[src/rtl/hexdisp.sv]
// hexdisp: registered 8-digit seven-segment driver with PWM dimming, per-digit blink and
// tear-free loading at PWM frame boundaries. Define HEXDISP_LZB_EN for leading-zero blanking.
module hexdisp #(
    parameter int CLK_FREQ = 50_000_000,
    parameter int BLINK_HZ = 2,
    parameter int PWM_BITS = 4
) (
    input  logic                clk,
    input  logic                rst,
    input  logic                in_valid,
    output logic                in_ready,
    input  logic [39:0]         in_data,
    input  logic [PWM_BITS-1:0] brightness,
    input  logic [7:0]          blink_mask,
    output logic [55:0]         hex
);
    localparam int BLINK_DIV = CLK_FREQ / (2 * BLINK_HZ);
    localparam int BW = (BLINK_DIV > 1) ? $clog2(BLINK_DIV) : 1;
    localparam logic [39:0] ALL_BLANK = {8{5'b10000}};
    localparam logic [PWM_BITS-1:0] PWM_MAX = '1;
    localparam logic [BW-1:0] BLINK_LAST = BW'(BLINK_DIV - 1);

    logic [39:0]         pending;
    logic [39:0]         shadow;
    logic                pend;
    logic [PWM_BITS-1:0] brightness_r;
    logic [PWM_BITS-1:0] pwm_cnt;
    logic [BW-1:0]       blink_cnt;
    logic                blink_phase;
    logic                frame_end;
    logic                xfer;
    logic                lit;
    logic [7:0]          lz_blank;
    logic [55:0]         hex_next;
`ifdef HEXDISP_LZB_EN
    logic                lz_run;
`endif

    function automatic logic [6:0] glyph(input logic [3:0] v);
        case (v)
            4'h0: glyph = 7'b1000000;
            4'h1: glyph = 7'b1111001;
            4'h2: glyph = 7'b0100100;
            4'h3: glyph = 7'b0110000;
            4'h4: glyph = 7'b0011001;
            4'h5: glyph = 7'b0010010;
            4'h6: glyph = 7'b0000010;
            4'h7: glyph = 7'b1111000;
            4'h8: glyph = 7'b0000000;
            4'h9: glyph = 7'b0010000;
            4'hA: glyph = 7'b0001000;
            4'hB: glyph = 7'b0000011;
            4'hC: glyph = 7'b1000110;
            4'hD: glyph = 7'b0100001;
            4'hE: glyph = 7'b0000110;
            default: glyph = 7'b0001110;
        endcase
    endfunction

    assign frame_end = (pwm_cnt == PWM_MAX);
    assign xfer      = in_valid && in_ready;

    always_comb begin
        lit      = (pwm_cnt < brightness_r) || (brightness_r == PWM_MAX);
        lz_blank = '0;
        hex_next = '1;
`ifdef HEXDISP_LZB_EN
        // Blank zeros from the top down until the first digit that shows something.
        lz_run = 1'b1;
        for (int n = 7; n >= 1; n--) begin
            if (lz_run && shadow[5*n +: 5] == 5'd0)
                lz_blank[n] = 1'b1;
            else
                lz_run = 1'b0;
        end
`endif
        for (int n = 0; n < 8; n++) begin
            if (shadow[5*n+4] || !lit || (blink_mask[n] && blink_phase) || lz_blank[n])
                hex_next[7*n +: 7] = 7'h7F;
            else
                hex_next[7*n +: 7] = glyph(shadow[5*n +: 4]);
        end
    end

    always_ff @(posedge clk) begin
        if (rst) begin
            pending      <= ALL_BLANK;
            shadow       <= ALL_BLANK;
            pend         <= 1'b0;
            in_ready     <= 1'b1;
            brightness_r <= '0;
            pwm_cnt      <= '0;
            blink_cnt    <= '0;
            blink_phase  <= 1'b0;
            hex          <= '1;
        end else begin
            pwm_cnt <= pwm_cnt + PWM_BITS'(1);
            if (blink_cnt == BLINK_LAST) begin
                blink_cnt   <= '0;
                blink_phase <= ~blink_phase;
            end else begin
                blink_cnt <= blink_cnt + BW'(1);
            end
            // A transfer can only happen with pend clear, so it never collides with a commit.
            if (xfer) begin
                pending  <= in_data;
                pend     <= 1'b1;
                in_ready <= 1'b0;
            end else if (frame_end && pend) begin
                shadow   <= pending;
                pend     <= 1'b0;
                in_ready <= 1'b1;
            end
            if (frame_end)
                brightness_r <= brightness;
            hex <= hex_next;
        end
    end
endmodule

[config.mk]
export PLATFORM = sky130hd
export DESIGN_NAME = hexdisp
export DESIGN_NICKNAME = d
export VERILOG_FILES = /design/src/rtl/hexdisp.sv
export SDC_FILE = /design/constraint.sdc
export NUM_CORES = 1
export LEC_CHECK = 0
export ABC_AREA = 1
export CAP_MARGIN = 20
export CELL_PAD_IN_SITES_DETAIL_PLACEMENT = 1
export CELL_PAD_IN_SITES_GLOBAL_PLACEMENT = 1
export CORE_MARGIN = 4
export CORE_UTILIZATION = 35
export DETAILED_ROUTE_END_ITERATION = 6
export DONT_BUFFER_PORTS = 1
export HOLD_SLACK_MARGIN = 0.02
export PLACE_DENSITY_LB_ADDON = 0.05
export SETUP_SLACK_MARGIN = 0.4
export SYNTH_ARGS = -nofsm -noshare
export SYNTH_HDL_FRONTEND = slang
export SYNTH_SLANG_ARGS = --single-unit
[constraint.sdc]
create_clock -name clk -period 2.47 [get_ports clk]
set_input_delay 0.247 -clock clk [delete_from_list [all_inputs] [get_ports clk]]
set_output_delay 0.247 -clock clk [all_outputs]
set_load 0.02 [all_outputs]
==> results summary, run 1 <==
The number of buffers inserted to repair setup after CTS is 0. The count of buffers from port buffering is 0. The distinct cell type count after synthesis is 34. The number of nets in the synthesized netlist is 1139. The total number of vias came out at 6647. The layout cell share with drive strength beyond 1 came out at 5.92%.

The number of antenna violations at the first check in global routing was 3. STA classifies the critical path endpoint as a register. Summed over all instances, the cell type with the most area after synthesis is dfxtp_1.

The worst-case vdd ir drop came out at 0.000398 V. Setup violations remaining at the end of the flow were counted as 0. In the finished design, the share of the clock period the worst path needs comes to 72.9%. The initialized floorplan defines 54 standard-cell rows. The largest buffer count on any clock path is 2.

The total negative slack came out at 0 ns. After synthesis, the mean cell area works out to 7.61 um2. The last weighted congestion value of the routability-driven placer is 0.797.

The synthesis-to-layout area growth is 14.8%. The count of final hold-check violations is 0. TritonCTS built the clock tree. The detail route stage leaves a number of antenna-violating nets equal to 0. The standby leakage power came out at 0.00337 uW. The data arrival at the endpoint of the critical path came out at 2.09 ns. The most instantiated flip-flop cell in the synthesis netlist is dfxtp_1. The source-to-sink clock delay at the later pin of the worst-skew pair is 0.43 ns. After the last flow step, the layout net total stands at 1160.

The global-route wire length before repair came out at 35000 um. The synthesized netlist cell count is 1031. The initial core utilization came out at 35.7%.

The critical path in this run is classified as register to register. The wire length per cell after detailed routing is 15.4 um. The root buffer cell is clkbuf_16. The number of cells after detailed placement is 1273. Before antenna repair, the detailed router went through 6 iterations. After synthesis, the cell types taking the most area are dfxtp_1 44%, ha_1 8.4%, nor2_1 7.4%. During I/O placement, the number of pins put on the boundary was 112. The total clock buffers created by CTS is 17. For this run the aggregate overflow at the end of global routing stands at 0.

Wires add up to 20800 um. The min-delay analysis places its worst path in the category input pin to register. The worst clock skew on the final layout is 0.0110 ns.

The cell depth of the worst min-delay path is 2. The count of max-cap constraint violations is 0. Setup repair after global routing left no endpoint under its margin. The vertical die dimension came out at 158 um. The detailed placement HPWL came out at 14800 um. Static timing analysis puts the maximum clock frequency at 555 MHz.

The Yosys step of the flow raised 0 warnings. The final instance count without filler cells came out at 1348. The largest net degree at the start of global routing came out at 51. The number of H-tree levels came out at 4.

For this run, the total global-route usage over all layers was measured as 17.5%. The required time at the worst-slack endpoint is 2.76 ns. The area of the die came out at 0.0249 mm2.

For this run, the register share of the synthesized area comes to 43.6%. The worst max-slew margin expressed relative to the limit is 66.4%. The top cell type's share of synthesized area is 43.6%.

The register clock-pin slew on the reported worst setup and hold paths came out at 0.07 ns. The largest fanout on the critical path came out at 50. The run finished with clean final reports. The fraction of registers with async set or reset after synthesis came out at 0%. The TritonCTS sink count came out at 171. The first-iteration detailed-routing DRC count is 242. The transition at the pin with the smallest max-transition slack is 0.502 ns. The length in cells of the worst reg-to-reg path came out at 6. The number of remaining DRC errors came out at 0. The number of pins with negative max-slew slack in the final report is 0. The placeable core area came out at 0.0220 mm2. The number of enable flip-flop cells after synthesis came out at 0.

The time the final worst path needs with I/O delays and setup is 1.80 ns. The number of global-route vias before repair is 6705. The nature of the critical path startpoint is a register.

The worst hold-check slack came out at 0.0390 ns. The power per cell area came out at 639 mW/mm2. The per-cell via count in the routed design is 4.93. The number of synthesized register bits is 171.

The floorplan step set the die width to 158 um. The netlist area before placement is 0.00785 mm2. Ranked by instance count, the synthesized netlist is headed by 171 x dfxtp_1, 155 x nor2_1, 148 x nand2_1. The most instantiated library cell after synthesis is dfxtp_1.
[registers in the layout, summed over array words and instances (netlist names)]
signal and cells:
pending 40, pwm_cnt 4, brightness_r 4, blink_phase 1
pend 1, hex 56, shadow 40, blink_cnt 24
in_ready 1
[stage by stage]
step | instance area [um2] | total power [uW] | worst slack, ns | utilization, %
finish | 9010 | 5760 | 0.669 | 41.0
global route | 9000 | 6030 | 0.417 | 41.0
CTS | 9000 | 5860 | 0.631 | 41.0
detailed placement | 8030 | 3160 | 0.645 | 36.6
global placement | 8030 | 3160 | 0.683 | 36.6
floorplan | 7850 | 3110 | 1.11 | -
[per-layer routing]
metal / GRT usage (%) / share of wire, % / vias up
met5: 0 / 0.13 / -
met1: 23.6 / 49 / 3091
met3: 4.18 / 4.2 / 22
met4: 5.08 / 1.2 / 4
met2: 27.9 / 45 / 91
li1: - / - / 3439
[critical path: stages, from the launching register on]
cell and delay [ns]:
dfxtp_1 0.53, nand2_2 0.11, nand4_1 0.12, buf_4 0.44, inv_1 0.27, nand2_1 0.12
nand3_1 0.06
[cell type report]
cell class | instances | area [um2]
well taps | 280 | 350
fillers | 2718 | 12900
multi-input cells | 721 | 3830
repair buffers | 49 | 480
inverters | 92 | 345
clock buffers | 20 | 457
clock inverters | 12 | 115
flip-flops and latches | 171 | 3420
diodes | 3 | 7.51
[cell families (layout without fill, tap and decap cells)]
family / count (synthesis) / after routing / share of synthesized area [%]
xor gates and xnor gates: 8 / 8 / 0.893
AOI/OAI and AO/OA: 235 / 235 / 16.4
other: 0 / 3 / 0
buffers and inverters: 139 / 173 / 7.62
adders and majority gates: 53 / 53 / 8.45
and+or+nand+nor: 425 / 425 / 23.1
DFF: 171 / 171 / 43.6
[path summary, 6_finish.rpt]
kind                                start                        to  slack [ns]
setup / recovery    in_ready$_SDFFE_PP1P_   shadow[29]$_SDFFE_PP1P_        0.67
setup reg to reg    in_ready$_SDFFE_PP1P_   shadow[29]$_SDFFE_PP1P_        0.67
hold / removal                in_data[37]  pending[37]$_SDFFE_PP0P_        0.04
hold reg to reg   blink_cnt[0]$_SDFF_PP0_   blink_cnt[0]$_SDFF_PP0_        0.45
[cell usage in the layout (no fill, tap or decap), types with 5 or more instances in the layout]
cell and count:
a211o_1 8, a21oi_1 82, a31oi_1 5, a32oi_1 7, buf_4 8, clkbuf_16 17, clkinvlp_4 6, dfxtp_1 171
dlygate4sd3_1 40, ha_1 53, inv_1 87, nand2_1 147, nand2_2 9, nand3_1 93, nand4_1 7, nor2_1 155
o21ai_0 112, o21bai_1 5, xor2_1 5
[what timing repair did]
item / 4_1_cts / 5_1_grt
gates resized for setup: 0 / 0
hold buffers: 40 / 0
endpoints found under the hold margin: 43 / 0
[where the power goes]
group	internal, uW	switching, uW
clock network	1450	1160
registers	2820	35.7
logic	115	181
total	4380	1370
Power figures use the tool's default switching activity.
==> run 2: changes to the inputs <==
==> constraint.sdc (replaced) <==
create_clock -name clk -period 1.55 [get_ports clk]
set_input_delay 0.155 -clock clk [delete_from_list [all_inputs] [get_ports clk]]
set_output_delay 0.155 -clock clk [all_outputs]
set_load 0.02 [all_outputs]
==> run 2 against run 1 <==
Core utilization grew 11 points. Critical endpoint is now shadow[33]$_SDFFE_PP0P_. Largest cell class unchanged. Global-route usage grew 1.2 points. Cell count grew 5.5%. Worst hold slack gained 0.059 ns. Design area grew 26%. Fmax grew 23%. Power grew 72%. Via count grew 9.8%. Die area is the same.
==> results summary, run 2 (synthesis results as in run 1) <==
The number of antenna violations at the first check in global routing came out at 1. The floorplan step set the die width to 158 um. The number of optimization iterations in the first detailed-route pass came out at 5. The portion of total power attributed to sequential cells came out at 46.5%. The TritonCTS sink count is 171. STA classifies the critical path startpoint as a register.

The number of diodes is 0. Ranked by flip-flop count, first place goes to hex. The number of global-route vias before repair was 7064. The number of flip-flops in the largest register came out at 56. The final instance count without filler cells came out at 1422. The transition at the pin with the smallest max-transition slack is 0.443 ns. The hold-critical path endpoint is hex[14]$_SDFF_PP1_. The most common library cell in the layout ignoring fill and taps is dfxtp_1. The largest registers in the layout are hex (56), pending (40), shadow (40). Summed over all layers, the global routing overflow is 0. The net count of the finished layout came out at 1240.

The library cells used most frequently in the layout, excluding fill and tap cells, are 131 x dfxtp_1, 120 x nand2_1, 98 x nor2_1. Global routing consumed, on the met3 layer, 3.88% of the routing resources. The tightest min-delay check is of the input pin to register type. met2 is the most crowded layer. The critical path class is register to register. The share of the clock period used by the worst path is 94.4%. The total I/O pin count came out at 112. The worst-case IR drop observed on VDD is 0.000733 V. The internal portion of the total power is 7460 uW.

Once detail routing completed, the nets flagged for antenna violations numbered 0. The startpoint identified for the worst register-to-register timing path is pwm_cnt[1]$_SDFF_PP0_. The source-to-sink clock delay at the later pin of the worst-skew pair is 0.43 ns. The switching power share of the total is 24.7%. The initial core utilization is 35.7%. The wire length per cell after detailed routing came out at 18.4 um.

The count of final hold-check violations is 0. For this design the ratio of total power to cell area is 869 mW/mm2. The achievable clock frequency came out at 684 MHz. The cell depth of the worst min-delay path is 3. The last weighted congestion value of the routability-driven placer is 0.804.

In this run, placement finished with an instance count of 1295. The worst setup path is captured at a register. The standby leakage power came out at 0.00429 uW. The synthesis-to-layout area growth is 45.2%. The global routing usage summed across all routing layers is 18.7%.

The time the final worst path needs with I/O delays and setup is 1.46 ns. The vertical die dimension came out at 158 um. The layout cell share with drive strength beyond 1 is 32.9%.

The first global-routing pass estimated 37200 um of wire. The standard-cell row count is 54. The worst reg-to-reg setup slack came out at 0.09 ns. The number of H-tree levels came out at 4. The length in cells of the worst reg-to-reg path came out at 9. The worst clock skew on the final layout came out at 0.0109 ns. Along the worst path, the maximum fanout reaches 11.

For this block, the initial DRC count from the detailed router was 332. In this run the most critical hold path is launched from rst. TritonCTS built the clock tree. The die covers 0.0249 mm2. The combinational share of power came out at 11.0%. The total negative slack came out at 0 ns. The tool flagged a number of max-cap violations equal to 0. The detailed placement HPWL is 15600 um. In the global route stage, met2 resource usage came out at 30.5%. The worst pin sits at a relative slew slack of 70.4%. The clock passes through at most 2 buffers. The clock network fraction of total power came out at 42.5%. Setup repair after global routing could not meet its margin everywhere. The switching power total came out at 2440 uW. The per-cell via count in the routed design is 5.13. The placeable core area is 0.0220 mm2. The total detailed-routing wirelength came out at 26200 um. Cells fill 51.9% of the core in the end. The routed layout has 7298 vias. The global-route met1 utilization came out at 25.4%. The tree is rooted in a clkbuf_16.

The number of pins with negative max-slew slack in the final report is 0. The terminus of the critical flop-to-flop path is shadow[33]$_SDFFE_PP0P_. For the worst setup path, the data arrival time is 1.77 ns.

The run finished with clean final reports. The required time at the worst-slack endpoint came out at 1.86 ns. Setup violations remaining at the end of the flow were counted as 0. Entering global routing, the biggest net connects 62 pins.

Counting the fill cells in the layout gives 2501. Input and output buffers added on the ports amount to 0. The total clock buffers created by CTS came out at 17. In the routed design, unresolved DRC markers number 0. The register clock-pin slew on the reported worst setup and hold paths came out at 0.06 ns.
-- run 2: how the worst max path moves through the flow --
stage	start	endpoint	slack, ns	depth (start not counted)
finish	pwm_cnt[1]$_SDFF_PP0_	shadow[33]$_SDFFE_PP0P_	0.09	9
global route	pwm_cnt[1]$_SDFF_PP0_	shadow[24]$_SDFFE_PP1P_	0.006	9
CTS	pwm_cnt[1]$_SDFF_PP0_	hex[53]$_SDFF_PP1_	0.08	8
detailed placement	pwm_cnt[1]$_SDFF_PP0_	shadow[38]$_SDFFE_PP0P_	-0.04	7
global placement	pwm_cnt[1]$_SDFF_PP0_	shadow[38]$_SDFFE_PP0P_	0.01	7
floorplan	pwm_cnt[1]$_SDFF_PP0_	shadow[23]$_SDFFE_PP0P_	0.24	8
-- run 2: what timing repair did --
action	CTS	global route
gates cloned	5	18
hold endpoints to repair	51	1
setup buffers	10	19
endpoints found under the setup margin	167	168
pin swaps	16	41
resized for setup	73	271
hold buffers	45	1
-- run 2: layout make-up --
cell class / instances / area [um2] / share of cell area, %
clock inverter: 8 / 96.3 / 0.845
timing repair buffer: 129 / 1680 / 14.7
multi-input combinational: 721 / 4950 / 43.5
sequential: 171 / 3490 / 30.6
tap: 280 / 350 / 3.07
clock buffer: 21 / 460 / 4.04
inverter: 92 / 368 / 3.23
-- run 2: stage by stage --
stage,area (um2),power [uW],hold WS (ns),worst slack (ns)
2_1_floorplan,8070,5000,0.263,0.243
3_3_place_gp,8470,5120,0.220,0.0117
3_5_place_dp,8470,5130,0.224,-0.0359
4_1_cts,9910,9590,0.0247,0.0815
5_1_grt,11400,10300,0.116,0.00606
6_report,11400,9900,0.0976,0.0871
-- run 2: worst max-delay path, cell delays in order, from the launching register on --
cell	delay (ns)
dfxtp_4	0.38
ha_4	0.14
nand2_2	0.04
inv_2	0.05
nand4_1	0.09
buf_6	0.15
buf_12	0.16
clkbuf_16	0.17
o21ai_2	0.11
a21oi_1	0.05
-- run 2: power by group through the flow --
stage | combinational, uW | sequential, uW | clock [uW]
2_1_floorplan | 363 | 4640 | 0
3_3_place_gp | 465 | 4650 | 0
3_5_place_dp | 473 | 4660 | 0
4_1_cts | 751 | 4560 | 4280
5_1_grt | 1180 | 4610 | 4490
6_report | 1090 | 4600 | 4200
-- run 2: layer usage --
| metal | vias to the layer above | share of wire (%) | wire length, um |
|---|---|---|---|
| li1 | 3636 | - | - |
| met2 | 134 | 48 | 12500 |
| met1 | 3490 | 46 | 12200 |
| met4 | 2 | 1.6 | 425 |
| met3 | 36 | 4.0 | 1050 |
| met5 | - | 0.076 | 20 |
==> run 3: changes to the inputs <==
--- a/config.mk
+++ b/config.mk
@@ -9,7 +9,7 @@
 export CAP_MARGIN = 20
 export CELL_PAD_IN_SITES_DETAIL_PLACEMENT = 1
 export CELL_PAD_IN_SITES_GLOBAL_PLACEMENT = 1
-export CORE_MARGIN = 4
+export CORE_MARGIN = 2
 export CORE_UTILIZATION = 35
 export DETAILED_ROUTE_END_ITERATION = 6
 export DONT_BUFFER_PORTS = 1
==> run 3 against run 2 <==
Die area down 5.0%. Wire length shrank 9.9%. Register-to-register slack got worse by 0.04 ns. First-iteration DRC count down 33%. Count of clock-buffer cells in the layout stayed put. Largest cell class unchanged. Largest power group unchanged.
==> results summary, run 3 (synthesis results as in run 1) <==
The largest buffer count on any clock path is 2. The initial core utilization is 35.9%. The time the final worst path needs with I/O delays and setup came out at 1.50 ns. The worst clock skew on the final layout came out at 0.0104 ns. The vertical die dimension is 154 um. The per-cell via count in the routed design is 4.99. The multi-input logic area came out at 0.00477 mm2. The layout cell share with drive strength beyond 1 is 28.2%. The count of max-cap constraint violations came out at 0. The total negative slack is 0 ns. The number of remaining DRC errors is 0. The achievable clock frequency came out at 667 MHz. IR analysis of the VDD net gives a maximum drop of 0.000607 V. The flip-flop and latch area is 0.00349 mm2. The total number of vias is 7024. The wire length per cell after detailed routing is 16.8 um. In this run the core area contains 54 standard-cell rows. The register with the most flip-flops in the layout has 56 of them.

The number of optimization iterations in the first detailed-route pass is 4. In this run, the number of DRC markers left after iteration 0 of detailed routing was 224. Detailed placement ended at an HPWL of 15200 um. STA classifies the critical path endpoint as a register. The data arrival at the endpoint of the critical path came out at 1.81 ns. The filler cell count came out at 2565. The global routing usage summed across all routing layers came out at 19.5%. During I/O placement, the number of pins put on the boundary was 112. The largest registers in the layout are hex (56), pending (40), shadow (40). The flow ran to the end, and the final reports show no timing, DRC or antenna violations. The area of the die is 0.0236 mm2. The tightest min-delay check is of the input pin to register type. After the last flow step, the layout net total stands at 1223. Compared with the post-synthesis result, the final layout area differs by 40.1%.

CTS saw 171 sinks. After clock tree synthesis, the clock-pin slew on the worst setup and hold paths is 0.07 ns. The overall die width came out at 154 um. Global routing finished with a remaining overflow of 0. The total area inside the core boundary comes to 0.0219 mm2. STA classifies the critical path startpoint as a register. The total detailed-routing wirelength is 23600 um. The number of setup violations in the final report came out at 0. The number of cells after detailed placement is 1289. Entering global routing, the biggest net connects 62 pins.

The number of antenna violations at the first check in global routing came out at 2. The number of nets with antenna violations after routing came out at 0. The number of pins with negative max-slew slack in the final report came to 0.

Clock tree synthesis selected as its root buffer the cell clkbuf_16. The standby leakage power is 0.00402 uW. The worst setup path is of the register to register kind. For the pin with the worst max-slew slack, the measured transition is 0.481 ns.

The required time at the worst-slack endpoint came out at 1.86 ns. The CTS tree is done. The count of final hold-check violations came out at 0.

The total clock buffers created by CTS came out at 17. The first global-routing pass estimated 37500 um of wire. The number of global-route vias before repair is 7158.

Dividing the final minimum period by the clock period gives 96.7%. The number of H-tree levels came out at 4. The library cell used most frequently in the layout, excluding fill and tap cells, is nand2_1. The source-to-sink clock delay at the later pin of the worst-skew pair came out at 0.43 ns.

Measured against its own limit, the worst slew margin works out to 67.9%. The count of buffers from port buffering came out at 0. hex holds more flip-flops than any other register. Routability-driven placement finished with a final weighted congestion of 0.793. The power per cell area is 908 mW/mm2. In the layout the commonest cells are 139 x nand2_1, 134 x nor2_1, 134 x dfxtp_1. The largest fanout on the critical path came out at 16. Setup repair after global routing could not meet its margin everywhere. The finished layout holds 1408 standard cells, fillers aside.
run 3: changes by cell type in the layout (fill, tap and decap cells not counted), moves of 12 or more:
cell     delta
nand2_1    +19
nor2_1     +36
nor2_4     -27
o21ai_1    +12
o21ai_2    -13
nand3_1    -12
run 3: what timing repair did:
| item | 4_1_cts | 5_1_grt |
|---|---|---|
| endpoints found under the setup margin | 167 | 167 |
| hold buffers | 46 | 0 |
| resized for setup | 98 | 168 |
| cloned | 6 | 5 |
| endpoints found under the hold margin | 49 | 0 |
| buffers inserted | 21 | 9 |
| pin swaps | 15 | 25 |
run 3: power breakdown:
| part | total [uW] | switching (uW) | internal (uW) |
|---|---|---|---|
| registers | 4560 | 76.4 | 4480 |
| logic | 985 | 490 | 496 |
| clock network | 4440 | 1780 | 2660 |
run 3: worst paths after layout:
kind	start	to	slack (ns)	cells after the start
setup / recovery	pwm_cnt[1]$_SDFF_PP0_	shadow[16]$_SDFFE_PP0P_	0.05	8
setup reg to reg	pwm_cnt[1]$_SDFF_PP0_	shadow[16]$_SDFFE_PP0P_	0.05	8
hold reg to reg	blink_cnt[0]$_SDFF_PP0_	blink_cnt[0]$_SDFF_PP0_	0.45	1
hold / removal	rst	shadow[34]$_SDFFE_PP1P_	0.11	3
run 3: routing by layer:
metal / routed length (um) / GRT usage, %
met1: 11200 / 25.6
met4: 278 / 5.50
met5: 16 / 0
met3: 748 / 3.66
met2: 11400 / 32.9
run 3: through the flow:
step	power [uW]	area, um2	hold slack [ns]	setup WS [ns]	utilization [%]
detailed placement	5140	8450	0.218	0.0395	38.6
global route	10400	11000	0.124	-0.0257	50.2
finish	9980	11000	0.112	0.0514	50.2
floorplan	5000	8070	0.263	0.243	-
CTS	9910	10200	0.0466	0.0600	46.4
global placement	5130	8450	0.219	0.0873	38.6
run 3: area by class of cell:
class,instances,share of cell area (%)
Tap cell,280,3.19
Antenna cell,1,0.0228
Clock inverter,10,1.29
Clock buffer,21,4.28
Inverter,92,3.26
Timing Repair Buffer,112,12.8
Multi-Input combinational cell,721,43.4
Sequential cell,171,31.8
run 3: critical path, cell delays in order, from the launching register on:
cell	delay, ns
dfxtp_4	0.38
ha_4	0.14
nand2_2	0.04
inv_2	0.05
nand4_1	0.17
buf_12	0.22
buf_16	0.16
o21ai_4	0.16
a21oi_4	0.04
